**src/rtl/uart_pkg.sv**
```systemverilog
// Shared definitions for the serial receive path.
//   state_e      : receiver FSM states
//   DATA_BITS    : payload bits per frame
//   *_LEVEL      : line levels for start bit, marker bit and idle line
package uart_pkg;

  typedef enum logic [2:0] {
    IDLE      = 3'd0,
    START     = 3'd1,
    DATA      = 3'd2,
    MARK      = 3'd3,
    WAIT_IDLE = 3'd4
  } state_e;

  localparam int unsigned DATA_BITS    = 8;
  localparam logic        START_LEVEL  = 1'b0;
  localparam logic        MARKER_LEVEL = 1'b0;
  localparam logic        IDLE_LEVEL   = 1'b1;

endpackage

```
**src/rtl/receive_bit_sync.sv**
```systemverilog
// Multi-flop synchroniser for a single asynchronous line.
//   clk   : sampling clock
//   rst_n : asynchronous active-low reset; every stage resets to the idle level
//   d     : asynchronous input
//   q     : synchronised output (STAGES clocks of latency)
module bit_sync
  import uart_pkg::*;
#(
  parameter int unsigned STAGES = 2
) (
  input  logic clk,
  input  logic rst_n,
  input  logic d,
  output logic q
);

  logic [STAGES-1:0] sync_q;
  logic [STAGES-1:0] sync_d;

  always_comb begin
    sync_d = {sync_q[STAGES-2:0], d};
  end

  always_ff @(posedge clk or negedge rst_n) begin
    if (!rst_n) begin
      sync_q <= {STAGES{IDLE_LEVEL}};
    end else begin
      sync_q <= sync_d;
    end
  end

  assign q = sync_q[STAGES-1];

endmodule

```
**src/rtl/receive.sv**
```systemverilog
// Serial frame receiver: start(0), 8 data bits LSB first, marker(0), idle(1).
//   clk               : system clock
//   rst               : asynchronous active-low reset
//   connection_status : receiver enable; 0 forces the FSM back to IDLE
//   rxd               : serial line (idle high)
//   rx_word           : last accepted byte
//   rx_valid          : rx_word holds an unconsumed byte
//   rx_ack            : consumer accepts rx_word while rx_valid is 1
//   frame_error       : one-cycle pulse, marker bit sampled high
//   overrun           : one-cycle pulse, frame completed while rx_valid still 1
//   busy              : FSM is not in IDLE
module receive
  import uart_pkg::*;
#(
  parameter int unsigned CLKS_PER_BIT = 1,
  parameter int unsigned SYNC_STAGES  = 2
) (
  input  logic       clk,
  input  logic       rst,
  input  logic       connection_status,
  input  logic       rxd,
  output logic [7:0] rx_word,
  output logic       rx_valid,
  input  logic       rx_ack,
  output logic       frame_error,
  output logic       overrun,
  output logic       busy
);

  localparam int unsigned   CW   = (CLKS_PER_BIT > 1) ? $clog2(CLKS_PER_BIT) : 1;
  localparam logic [CW-1:0] HALF = CW'((CLKS_PER_BIT - 1) / 2);
  localparam logic [CW-1:0] LAST = CW'(CLKS_PER_BIT - 1);

  logic rxd_s;

  bit_sync #(.STAGES(SYNC_STAGES)) u_sync (
    .clk   (clk),
    .rst_n (rst),
    .d     (rxd),
    .q     (rxd_s)
  );

  state_e        state_q, state_d;
  logic [2:0]    bcnt_q,  bcnt_d;
  logic [CW-1:0] ccnt_q,  ccnt_d;
  logic [7:0]    shreg_q, shreg_d;
  logic [7:0]    word_q,  word_d;
  logic          valid_q, valid_d;
  logic          ferr_q,  ferr_d;
  logic          ovr_q,   ovr_d;
  logic          tick;

  always_comb begin
    state_d = state_q;
    bcnt_d  = bcnt_q;
    ccnt_d  = ccnt_q;
    shreg_d = shreg_q;
    word_d  = word_q;
    valid_d = valid_q;
    ferr_d  = 1'b0;
    ovr_d   = 1'b0;
    tick    = (ccnt_q == LAST);

    // Handshake runs independently of the enable; a load below overrides it.
    if (rx_ack && valid_q) begin
      valid_d = 1'b0;
    end

    if (!connection_status) begin
      state_d = IDLE;
      bcnt_d  = '0;
      ccnt_d  = '0;
    end else begin
      case (state_q)
        IDLE: begin
          if (rxd_s == START_LEVEL) begin
            ccnt_d = '0;
            // At one clock per bit there is no mid-bit to wait for, so the
            // detecting cycle also confirms the start bit.
            if (CLKS_PER_BIT == 1) begin
              state_d = DATA;
              bcnt_d  = '0;
            end else begin
              state_d = START;
            end
          end
        end
        START: begin
          if (ccnt_q == HALF) begin
            ccnt_d  = '0;
            bcnt_d  = '0;
            state_d = (rxd_s == START_LEVEL) ? DATA : IDLE;
          end else begin
            ccnt_d = ccnt_q + CW'(1);
          end
        end
        DATA: begin
          if (tick) begin
            ccnt_d  = '0;
            shreg_d = {rxd_s, shreg_q[7:1]};
            bcnt_d  = bcnt_q + 3'd1;
            if (bcnt_q == 3'(DATA_BITS - 1)) begin
              state_d = MARK;
            end
          end else begin
            ccnt_d = ccnt_q + CW'(1);
          end
        end
        MARK: begin
          if (tick) begin
            ccnt_d  = '0;
            state_d = WAIT_IDLE;
            if (rxd_s != MARKER_LEVEL) begin
              ferr_d = 1'b1;
            end else if (!valid_q || rx_ack) begin
              word_d  = shreg_q;
              valid_d = 1'b1;
            end else begin
              ovr_d = 1'b1;
            end
          end else begin
            ccnt_d = ccnt_q + CW'(1);
          end
        end
        WAIT_IDLE: begin
          if (rxd_s == IDLE_LEVEL) begin
            state_d = IDLE;
          end
        end
        default: state_d = IDLE;
      endcase
    end
  end

  always_ff @(posedge clk or negedge rst) begin
    if (!rst) begin
      state_q <= IDLE;
      bcnt_q  <= '0;
      ccnt_q  <= '0;
      shreg_q <= '0;
      word_q  <= '0;
      valid_q <= 1'b0;
      ferr_q  <= 1'b0;
      ovr_q   <= 1'b0;
    end else begin
      state_q <= state_d;
      bcnt_q  <= bcnt_d;
      ccnt_q  <= ccnt_d;
      shreg_q <= shreg_d;
      word_q  <= word_d;
      valid_q <= valid_d;
      ferr_q  <= ferr_d;
      ovr_q   <= ovr_d;
    end
  end

  assign rx_word     = word_q;
  assign rx_valid    = valid_q;
  assign frame_error = ferr_q;
  assign overrun     = ovr_q;
  assign busy        = (state_q != IDLE);

endmodule
```
**config.mk**
```make
export PLATFORM = sky130hd
export DESIGN_NAME = receive
export DESIGN_NICKNAME = d
export VERILOG_FILES = /design/src/rtl/uart_pkg.sv /design/src/rtl/receive_bit_sync.sv /design/src/rtl/receive.sv
export SDC_FILE = /design/constraint.sdc
export NUM_CORES = 1
export LEC_CHECK = 0
export BUFFER_PORTS_ARGS = -buffer_cell sky130_fd_sc_hd__buf_2
export CORE_MARGIN = 4
export CORE_UTILIZATION = 53
export CTS_CLUSTER_DIAMETER = 30
export DETAILED_ROUTE_END_ITERATION = 7
export HOLD_SLACK_MARGIN = 0.15
export PLACE_DENSITY = 0.75
export SETUP_SLACK_MARGIN = 0.2
export SYNTH_ARGS = -nofsm -noshare
export SYNTH_HDL_FRONTEND = slang
export SYNTH_SLANG_ARGS = --single-unit
```
**constraint.sdc**
```tcl
create_clock -name clk -period 1.7 [get_ports clk]
set_input_delay 0.17 -clock clk [delete_from_list [all_inputs] [get_ports clk]]
set_output_delay 0.17 -clock clk [all_outputs]
set_load 0.05 [all_outputs]
```
==> results of run 1 <==
## cells in the mapped netlist
master    instances  area, um^2
ha_1              2        25.0
a32o_1            2        20.0
mux2_2           16         180
buf_2             1        5.00
nor2_1            3        11.3
or3_1             1        6.26
nor4b_4           1        23.8
and2_1            1        6.26
nand2b_4          1        13.8
nor2b_1           1        6.26
a31o_2            1        8.76
dfstp_2           2        52.6
and4bb_2          1        12.5
inv_1             1        3.75
nand2_1           2        7.51
nor4b_1           1        8.76
o31ai_1           1        7.51
or3_2             1        7.51
o21a_1            1        7.51
nand2b_1          1        6.26
dfrtp_1          25         626
a21oi_1           1        5.00
o21ai_0           1        5.00
nor3_1            1        5.00
## flip-flops by register name, indices dropped and copies added (netlist names)
register / count
overrun: 1
u_sync.sync_q: 2
rx_word: 8
bcnt_q: 3
state_q: 3
frame_error: 1
rx_valid: 1
shreg_q: 8
## logic make-up (layout without fill, tap and decap cells)
kind of cell               after synthesis  count (layout)
buffers and inverters                    2              27
AOI/OAI and AO/OA                        7               7
muxes                                   16              16
adders and majority gates                2               2
DFF                                     27              27
and+or+nand+nor                         15              15
## layout make-up
cell class,count,area [um^2]
clock buffers,3,22.5
multi-input cells,40,377
clock inverters,1,5.00
repair buffers,22,145
inverters,1,3.75
well taps,25,31.3
fillers,137,536
flip-flops and latches,27,682
## stage by stage
stage | instance area [um^2] | util, %
global placement | 1180 | 65.3
floorplan | 1060 | -
finish | 1270 | 70.3
global route | 1270 | 70.3
CTS | 1260 | 69.8
detailed placement | 1180 | 65.3
## metal layers
| layer | vias up | global-route usage (%) |
|---|---|---|
| li1 | 304 | - |
| met1 | 325 | 20.3 |
| met2 | 12 | 22.9 |
| met3 | 2 | 2.56 |
| met4 | 0 | 3.83 |
| met5 | - | 0 |
## power breakdown
group          leakage [nW]  switching, mW  total (mW)  internal [mW]
registers             0.349         0.0641       0.797          0.733
clock network        0.0177          0.172       0.260         0.0877
logic                 0.275         0.0556       0.142         0.0861
total                 0.642          0.292        1.20          0.906
## worst max-delay path, stage by stage, from the launching register on
cell	delay, ns
dfrtp_2	0.47
or3_1	0.37
buf_6	0.16
## path summary, 6_finish.rpt
kind | start | end | slack [ns] | depth (start not counted)
max | state_q[1] | busy | 0.22 | 2
min | connection_status | bcnt_q[0] | 0.21 | 2
max reg2reg | state_q[2] | rx_word[1] | 0.25 | 4
min reg2reg | u_sync.sync_q[0] | u_sync.sync_q[1] | 0.37 | 0
max in group asynchronous | rst | state_q[1] | 0.91 | 2
min in group asynchronous | rst | state_q[0] | 0.38 | 2
## repair_timing
| item | 4_1_cts | 5_1_grt |
|---|---|---|
| pin swaps | 0 | 1 |
| endpoints found under the setup margin | 9 | 10 |
| gates resized for setup | 2 | 4 |
| buffers inserted | 1 | 0 |
| hold buffers | 4 | 0 |
| hold endpoints to repair | 29 | 0 |
| cloned | 0 | 0 |
==> metrics.md, run 1 <==
| Metric | Value |
|---|---|
| Syn nets | `76` |
| Placement Setup Slack | `around 0.18 ns` |
| Synth Area in Simple Gates | `10.8%` |
| Fmax | `slightly below 0.7 GHz` |
| Share of cells above drive strength 1 | `between 50 and 60%` |
| Aggregate global-route resource usage | `14.5%` |
| Most common cell after layout, fill and taps aside | `dfrtp_1` |
| Hold Slack | `0.208 ns` |
| Worst Path Class, Setup | `reg2out` |
| Via count | `roughly 640` |
| Hold Crit Class | `in2reg` |
| Synth Area in XOR/XNOR | `0%` |
| Distinct cells, synth | `24` |
| Setup_tns | `0 ns` |
| Synth Area in Compound Gates | `between 5 and 6%` |
| Fin crit period | `1.48 ns` |
| Seq/Total Area, Yosys | `between 60% and 70%` |
| Ant. Diodes | `0` |
| Core Rows | `15` |
| Tot Pwr | `approximately 1.2 mW` |
| Initial DRC Count | `3` |
| Clock root buffer | `clkbuf_4` |
| Startpoint types | `flop` |
| Max cap viols | `0` |
| Setup Skew | `between 0.002 and 0.0025 ns` |
| Yosys warning count | `0` |
| Top Metal Used | `met4` |
| Die area | `0.00278 mm^2` |
| RSZ-0062 raised after global routing | `true` |
| Final hold vios | `0` |
| Crit. End Element | `output port` |
| Core Area | `approximately 0.0018 mm^2` |
| First-pass GRT wire length | `between 2000 and 3000 um` |
| Number of synthesized register bits | `27` |
| CTS sink count | `27` |
| Starting Density | `roughly three fifths` |
| Io pins | `17` |
| Routed wl met3 | `between 60 and 70 um` |
| Chip width | `52.7 um` |
| Grt ovf | `0` |
| CP Data Required Time | `approximately 1.5 ns` |
| Pins over their slew limit | `0` |
| Vias in the first global route | `630` |
| Combinational family with the most area after synthesis | `multiplexers` |
| Power per cell area | `about 950 mW/mm^2` |
| Met2 wire length | `between 800 and 900 um` |
| Routed Antenna Nets | `0` |
| CTS tree | `yes` |
| Hpwl dp | `approximately 1100 um` |
| Routed len/inst | `~14 um` |
| Final period utilization | `between 80% and 90%` |
| WL final | `roughly 1700 um` |
| Leakage | `0.642 nW` |
| Avg Cell Area, Syn | `approximately 15 um^2` |
| Worst EP arrival | `between 1 and 1.5 ns` |
| Nets | `between 100 and 150` |
| Largest fanout on the critical path | `7` |
| Die height | `between 50 and 60 um` |
| Initial antenna violation count | `0` |
| Post-Synth Adder-Cell Area | `under 10%` |
| Cell count after synthesis | `a little under 70` |
| Residual DRC | `0` |
| Relative slew margins | `between 60% and 70%` |
| Final worst setup slack | `around 0.22 ns` |
| Met1 wire length | `between 700 and 800 um` |
| RePlAce Congestion | `about 0.72` |
| Worst vdd ir | `between 0.7 and 0.8 mV` |
| Worst-path clk slew | `0.13 ns` |
| Vias per inst | `roughly 5.4` |
| Placed instance count | `110` |
| Mux share of post-synthesis cell area | `between 15 and 20%` |
| Status | `finished, final reports clean` |
| Layout area overhead | `19.3%` |
| CTS Buf Count | `3` |
| Final setup vio count | `0` |
| Most frequent cells in the layout | `dfrtp_1 (22), mux2_2 (16), buf_2 (15)` |
| Largest net degree at the start of global routing | `28` |
| Clk Latency, worst-skew pair | `0.31 ns` |
| Mapped Area | `roughly 0.0011 mm^2` |
| Pre-antenna DRT Iters | `2` |
| H-tree depth | `1` |
| IO buf count | `16` |
| Fin cells | `about 120` |
| Slew @ Worst Pin | `approximately 0.6 ns` |
| CTS Buffer Depth | `2` |
Note: power is estimated with default switching activity, not from simulation.
==> inputs of run 2 (changes only) <==
--- a/config.mk
+++ b/config.mk
@@ -8,3 +8,3 @@
 export BUFFER_PORTS_ARGS = -buffer_cell sky130_fd_sc_hd__buf_2
-export CORE_MARGIN = 4
+export CORE_MARGIN = 3
 export CORE_UTILIZATION = 53
@@ -13,3 +13,3 @@
 export HOLD_SLACK_MARGIN = 0.15
-export PLACE_DENSITY = 0.75
+export PLACE_DENSITY = 0.74
 export SETUP_SLACK_MARGIN = 0.2
==> constraint.sdc (replaced) <==
create_clock -name clk -period 1.7 [get_ports clk]
set_input_delay 0.085 -clock clk [delete_from_list [all_inputs] [get_ports clk]]
set_output_delay 0.085 -clock clk [all_outputs]
set_load 0.05 [all_outputs]
==> run 2 against run 1 <==
  * Flip-flop and latch count stayed put
  * Highest routed layer unchanged
  * Clock skew is 0.0078 ns higher
  * Critical path depth is 2 higher
  * Clock power is 11% higher
  * Critical endpoint is now rx_word[3]
  * Largest power group unchanged
  * Fmax is 0.14% lower
  * Worst hold slack better by 0.060 ns
  * Non-clock buffer count stayed put
  * Setup slack worse by 0.0021 ns
==> metrics.md, run 2 (synthesized netlist as in run 1, its figures left out) <==
| Metric | Value |
|---|---|
| Power per cell area | `965 mW/mm^2` |
| CP Data Required Time | `approximately 1.9 ns` |
| Worst EP arrival | `1.72 ns` |
| Grt ovf | `0` |
| Setup_tns | `0 ns` |
| Initial antenna violation count | `0` |
| Slew @ Worst Pin | `0.565 ns` |
| Fmax | `between 0.6 and 0.7 GHz` |
| Worst-path clk slew | `about 0.15 ns` |
| Crit. End Element | `flop` |
| Ant. Diodes | `0` |
| Final setup vio count | `0` |
| Core Area | `0.00180 mm^2` |
| Leakage | `roughly 0.64 nW` |
| Pre-antenna DRT Iters | `4` |
| Final period utilization | `between 80% and 90%` |
| Most frequent cells in the layout | `dfrtp_1 (23), mux2_2 (16), buf_2 (15)` |
| Worst vdd ir | `between 0.7 and 0.8 mV` |
| CTS sink count | `27` |
| Startpoint types | `flop` |
| Vias per inst | `5.16` |
| Storage cell area | `approximately 680 um^2` |
| Placed instance count | `110` |
| Routed len/inst | `roughly 14 um` |
| Largest net degree at the start of global routing | `28` |
| Hpwl dp | `~1100 um` |
| Via count | `roughly 610` |
| Io pins | `17` |
| Clk Latency, worst-skew pair | `approximately 0.34 ns` |
| Die area | `around 0.0026 mm^2` |
| Largest fanout on the critical path | `8` |
| CP delay by family, top | `flip-flops` |
| IO buf count | `16` |
| H-tree depth | `1` |
| Crit-path max cell delay | `0.44 ns` |
| Layout area overhead | `19.3%` |
| Chip width | `50.7 um` |
| Fin crit period | `1.48 ns` |
| Fillcell total | `130` |
| Share of cells above drive strength 1 | `~50%` |
| Critical-path cell list | `nand2b_4 > nor4b_4 > buf_6 > mux2_2` |
| Hold Slack | `0.269 ns` |
| CTS Buf Count | `3` |
| WL final | `1610 um` |
| CTS Buffer Depth | `2` |
| Setup Skew | `roughly 0.010 ns` |
| CTS tree | `yes` |
| First-pass GRT wire length | `2790 um` |
| Initial DRC Count | `2` |
| Max cap viols | `0` |
| Die height | `50.7 um` |
| Relative slew margins | `between 60 and 70%` |
| Global Route met1 Usage | `between 10% and 20%` |
| Buffers & Inverters on Critical Path | `1` |
| Multi-input logic area | `between 300 and 400 um^2` |
| Starting Density | `between 50 and 60%` |
| Most common cell after layout, fill and taps aside | `dfrtp_1` |
| Top Usage Layer GRT | `met2` |
| Cell at the slowest stage of the critical path | `dfrtp_1` |
| Routed Antenna Nets | `0` |
| Nets | `just over 100` |
| Status | `finished, final reports clean` |
| RePlAce Congestion | `about 0.72` |
| RSZ-0062 raised after global routing | `true` |
| Worst Path Class, Setup | `reg2reg` |
| Pins over their slew limit | `0` |
| Tot Pwr | `about 1.2 mW` |
| Core Rows | `15` |
| GR Util met2 | `between 20% and 30%` |
| Aggregate global-route resource usage | `between 10% and 20%` |
| Clock root buffer | `clkbuf_4` |
| Residual DRC | `0` |
| Fin cells | `~120` |
| Vias in the first global route | `~640` |
| Hold Crit Class | `in2async` |
| Final hold vios | `0` |
| M3 GR Usage | `a little over 6%` |
run 2: changes by cell type in the layout (fill, tap and decap cells not counted):
cell / previous run / this run
dfrtp_2: 3 / 2
inv_6: 0 / 1
nand2_2: 1 / 0
nand2_1: 1 / 2
dfrtp_1: 22 / 23
clkinv_2: 1 / 0
run 2: path summary, 6_finish.rpt:
check	endpoint	slack (ns)	depth (start not counted)	startpoint
max	rx_word[3]	0.22	4	state_q[2]
min	rx_valid	0.27	2	rst
max reg2reg	rx_word[3]	0.22	4	state_q[2]
min reg2reg	u_sync.sync_q[1]	0.37	0	u_sync.sync_q[0]
max in group asynchronous	state_q[1]	1.03	2	rst
min in group clk	u_sync.sync_q[1]	0.37	0	u_sync.sync_q[0]
run 2: final cells by class:
cell class | count | area share (%)
well taps | 25 | 2.47
repair buffers | 22 | 11.5
clock inverters | 1 | 0.692
multi-input cells | 40 | 29.5
inverters | 1 | 0.296
flip-flops and latches | 27 | 53.8
clock buffers | 3 | 1.78
run 2: report_power, final:
group	switching, mW	internal (mW)	total, mW
logic	0.0530	0.0860	0.139
clock network	0.193	0.0961	0.289
registers	0.0613	0.733	0.794
total	0.307	0.915	1.22
run 2: worst register-to-register path, stage by stage, from the launching register on:
cell      delay, ns
dfrtp_1        0.44
nand2b_4       0.18
nor4b_4        0.26
buf_6          0.17
mux2_2         0.34
run 2: what timing repair did:
action	4_1_cts	5_1_grt
resized for setup	1	4
endpoints found under the hold margin	36	0
buffers inserted	0	1
hold buffers	4	0
endpoints found under the setup margin	2	9
cloned	0	0
run 2: per-layer routing:
layer  share of wire (%)  wire length, um  up-vias
met5                   0                0        -
met4                 2.8               45        0
met3                 4.8               77        4
met2                  50              813       13
met1                  42              674      301
li1                    -                -      296
run 2: metrics by stage:
stage | instance area (um^2) | setup slack, ns | utilization (%)
floorplan | 1060 | 0.161 | -
global placement | 1180 | 0.234 | 65.3
detailed placement | 1180 | 0.205 | 65.3
CTS | 1250 | 0.216 | 69.4
global route | 1270 | 0.132 | 70.3
finish | 1270 | 0.218 | 70.3
==> inputs of run 3 (changes only) <==
CORE_UTILIZATION = 50   (was 53)
PLACE_DENSITY = 0.71   (was 0.74)
==> run 3 against run 2 <==
  * First-iteration DRC count up 100%
  * Setup slack better by 0.031 ns
  * Via count up 2.6%
  * Critical path depth unchanged
  * Power down 0.84%
  * Sequential power about the same
  * Largest cell class unchanged
==> metrics.md, run 3 (synthesized netlist as in run 1, its figures left out) <==
| Metric | Value |
|---|---|
| Routed len/inst | `13.4 um` |
| Worst-path clk slew | `around 0.15 ns` |
| Residual DRC | `0` |
| Setup Skew | `between 0.005 and 0.006 ns` |
| Core Rows | `16` |
| Cell at the slowest stage of the critical path | `dfrtp_1` |
| Fin cells | `125` |
| Setup_tns | `0 ns` |
| Largest fanout on the critical path | `8` |
| Pins over their slew limit | `0` |
| Pre-antenna DRT Iters | `3` |
| Final setup vio count | `0` |
| Crit. End Element | `flop` |
| Final period utilization | `~85%` |
| Grt ovf | `0` |
| Leakage | `0.657 nW` |
| Initial DRC Count | `4` |
| CP delay by family, top | `flip-flops` |
| Fmax | `between 0.6 and 0.7 GHz` |
| Startpoint types | `flop` |
| CTS Buf Count | `3` |
| Slew @ Worst Pin | `around 0.58 ns` |
| Hpwl dp | `around 1100 um` |
| Ant. Diodes | `0` |
| Worst Path Class, Setup | `reg2reg` |
| Fin crit period | `approximately 1.5 ns` |
| Max cap viols | `0` |
| Multi-input logic area | `between 300 and 400 um^2` |
| Critical-path cell list | `nand2b_4 > nor4b_4 > buf_6 > mux2_2` |
| CTS tree | `yes` |
| Met2 wire length | `between 800 and 900 um` |
| Most frequent cells in the layout | `dfrtp_1 (22), mux2_2 (16), buf_2 (15)` |
| Setup slack, reg-to-reg | `between 0.2 and 0.25 ns` |
| RSZ-0062 raised after global routing | `true` |
| Fillcell total | `roughly 150` |
| Vias in the first global route | `~630` |
| IO buf count | `16` |
| Final design utilization | `65.7%` |
| CTS sink count | `27` |
| Buffers & Inverters on Critical Path | `1` |
| Via count | `630` |
| Placed instance count | `between 100 and 150` |
| Worst EP arrival | `1.67 ns` |
| Routed wl met3 | `around 74 um` |
| Status | `finished, final reports clean` |
| Starting Density | `a little over half` |
| Aggregate global-route resource usage | `15.0%` |
| Most common cell after layout, fill and taps aside | `dfrtp_1` |
| Storage cell area | `~680 um^2` |
| WL final | `between 1500 and 2000 um` |
| Final hold vios | `0` |
| Share of cells above drive strength 1 | `between 50% and 60%` |
| Power per cell area | `slightly above 900 mW/mm^2` |
| Crit-path max cell delay | `0.43 ns` |
| First-pass GRT wire length | `around 2900 um` |
| CP Data Required Time | `around 1.9 ns` |
| Hold Crit Class | `in2async` |
| H-tree depth | `1` |
| RePlAce Congestion | `about 0.73` |
| Largest net degree at the start of global routing | `28` |
| Nets | `~110` |
| Worst vdd ir | `roughly 0.71 mV` |
| Initial antenna violation count | `0` |
| Clock root buffer | `clkbuf_4` |
| CTS Buffer Depth | `2` |
| Vias per inst | `between 5 and 6` |
| Die area | `about 0.0027 mm^2` |
| Tot Pwr | `1.21 mW` |
| Core Area | `0.00198 mm^2` |
| Chip width | `52.1 um` |
| Top Metal Used | `met4` |
| Relative slew margins | `61.4%` |
| Clk Latency, worst-skew pair | `between 0.3 and 0.4 ns` |
| Layout area overhead | `22.8%` |
| Io pins | `17` |
| Die height | `52.1 um` |
| Met1 wire length | `roughly 760 um` |
| Routed Antenna Nets | `0` |
-- run 3: worst paths after layout --
check                            startpoint                to  depth (start not counted)
max in group asynchronous               rst        state_q[0]                          2
setup reg to reg                 state_q[2]        rx_word[0]                          4
hold / removal                          rst          rx_valid                          2
setup / recovery                 state_q[2]        rx_word[0]                          4
min in group clk           u_sync.sync_q[0]  u_sync.sync_q[1]                          0
hold reg to reg            u_sync.sync_q[0]  u_sync.sync_q[1]                          0
-- run 3: worst register-to-register path, delay by kind of cell (launching register included) --
| kind | cells | cell delay [ns] |
|---|---|---|
| buf+inv | 1 | 0.18 |
| flops | 1 | 0.43 |
| mux | 1 | 0.34 |
| simple gates | 2 | 0.40 |
-- run 3: report_power, final --
group / internal [mW] / total (mW) / switching, mW
Clock: 0.0898 / 0.277 / 0.188
Sequential: 0.733 / 0.791 / 0.0588
Combinational: 0.0884 / 0.143 / 0.0545
Total: 0.911 / 1.21 / 0.301
-- run 3: repair_timing --
action | 4_1_cts | 5_1_grt
hold buffers | 6 | 0
endpoints found under the hold margin | 36 | 0
pin swaps | 0 | 1
endpoints found under the setup margin | 8 | 16
setup buffers | 2 | 1
gates resized for setup | 1 | 5
gates cloned | 0 | 0
-- run 3: stage by stage --
step | hold slack [ns] | instance area (um^2) | setup WS, ns
after floorplan | -0.211 | 1060 | 0.161
after global placement | 0.113 | 1180 | 0.234
after detailed placement | 0.121 | 1180 | 0.168
after CTS | 0.283 | 1290 | 0.189
after global routing | 0.292 | 1300 | 0.175
final | 0.269 | 1300 | 0.249
-- run 3: layer usage --
metal  vias up  track usage [%]
met5         -                0
met2        12             24.3
met4         0             6.55
met3         2             3.44
li1        308                -
met1       308             19.2
-- run 3: cell type report --
class / count / area share (%)
Clock buffer: 3 / 1.73
Inverter: 1 / 0.288
Tap cell: 27 / 2.59
Multi-Input combinational cell: 40 / 28.9
Clock inverter: 1 / 0.576
Timing Repair Buffer: 26 / 13.5
Sequential cell: 27 / 52.4
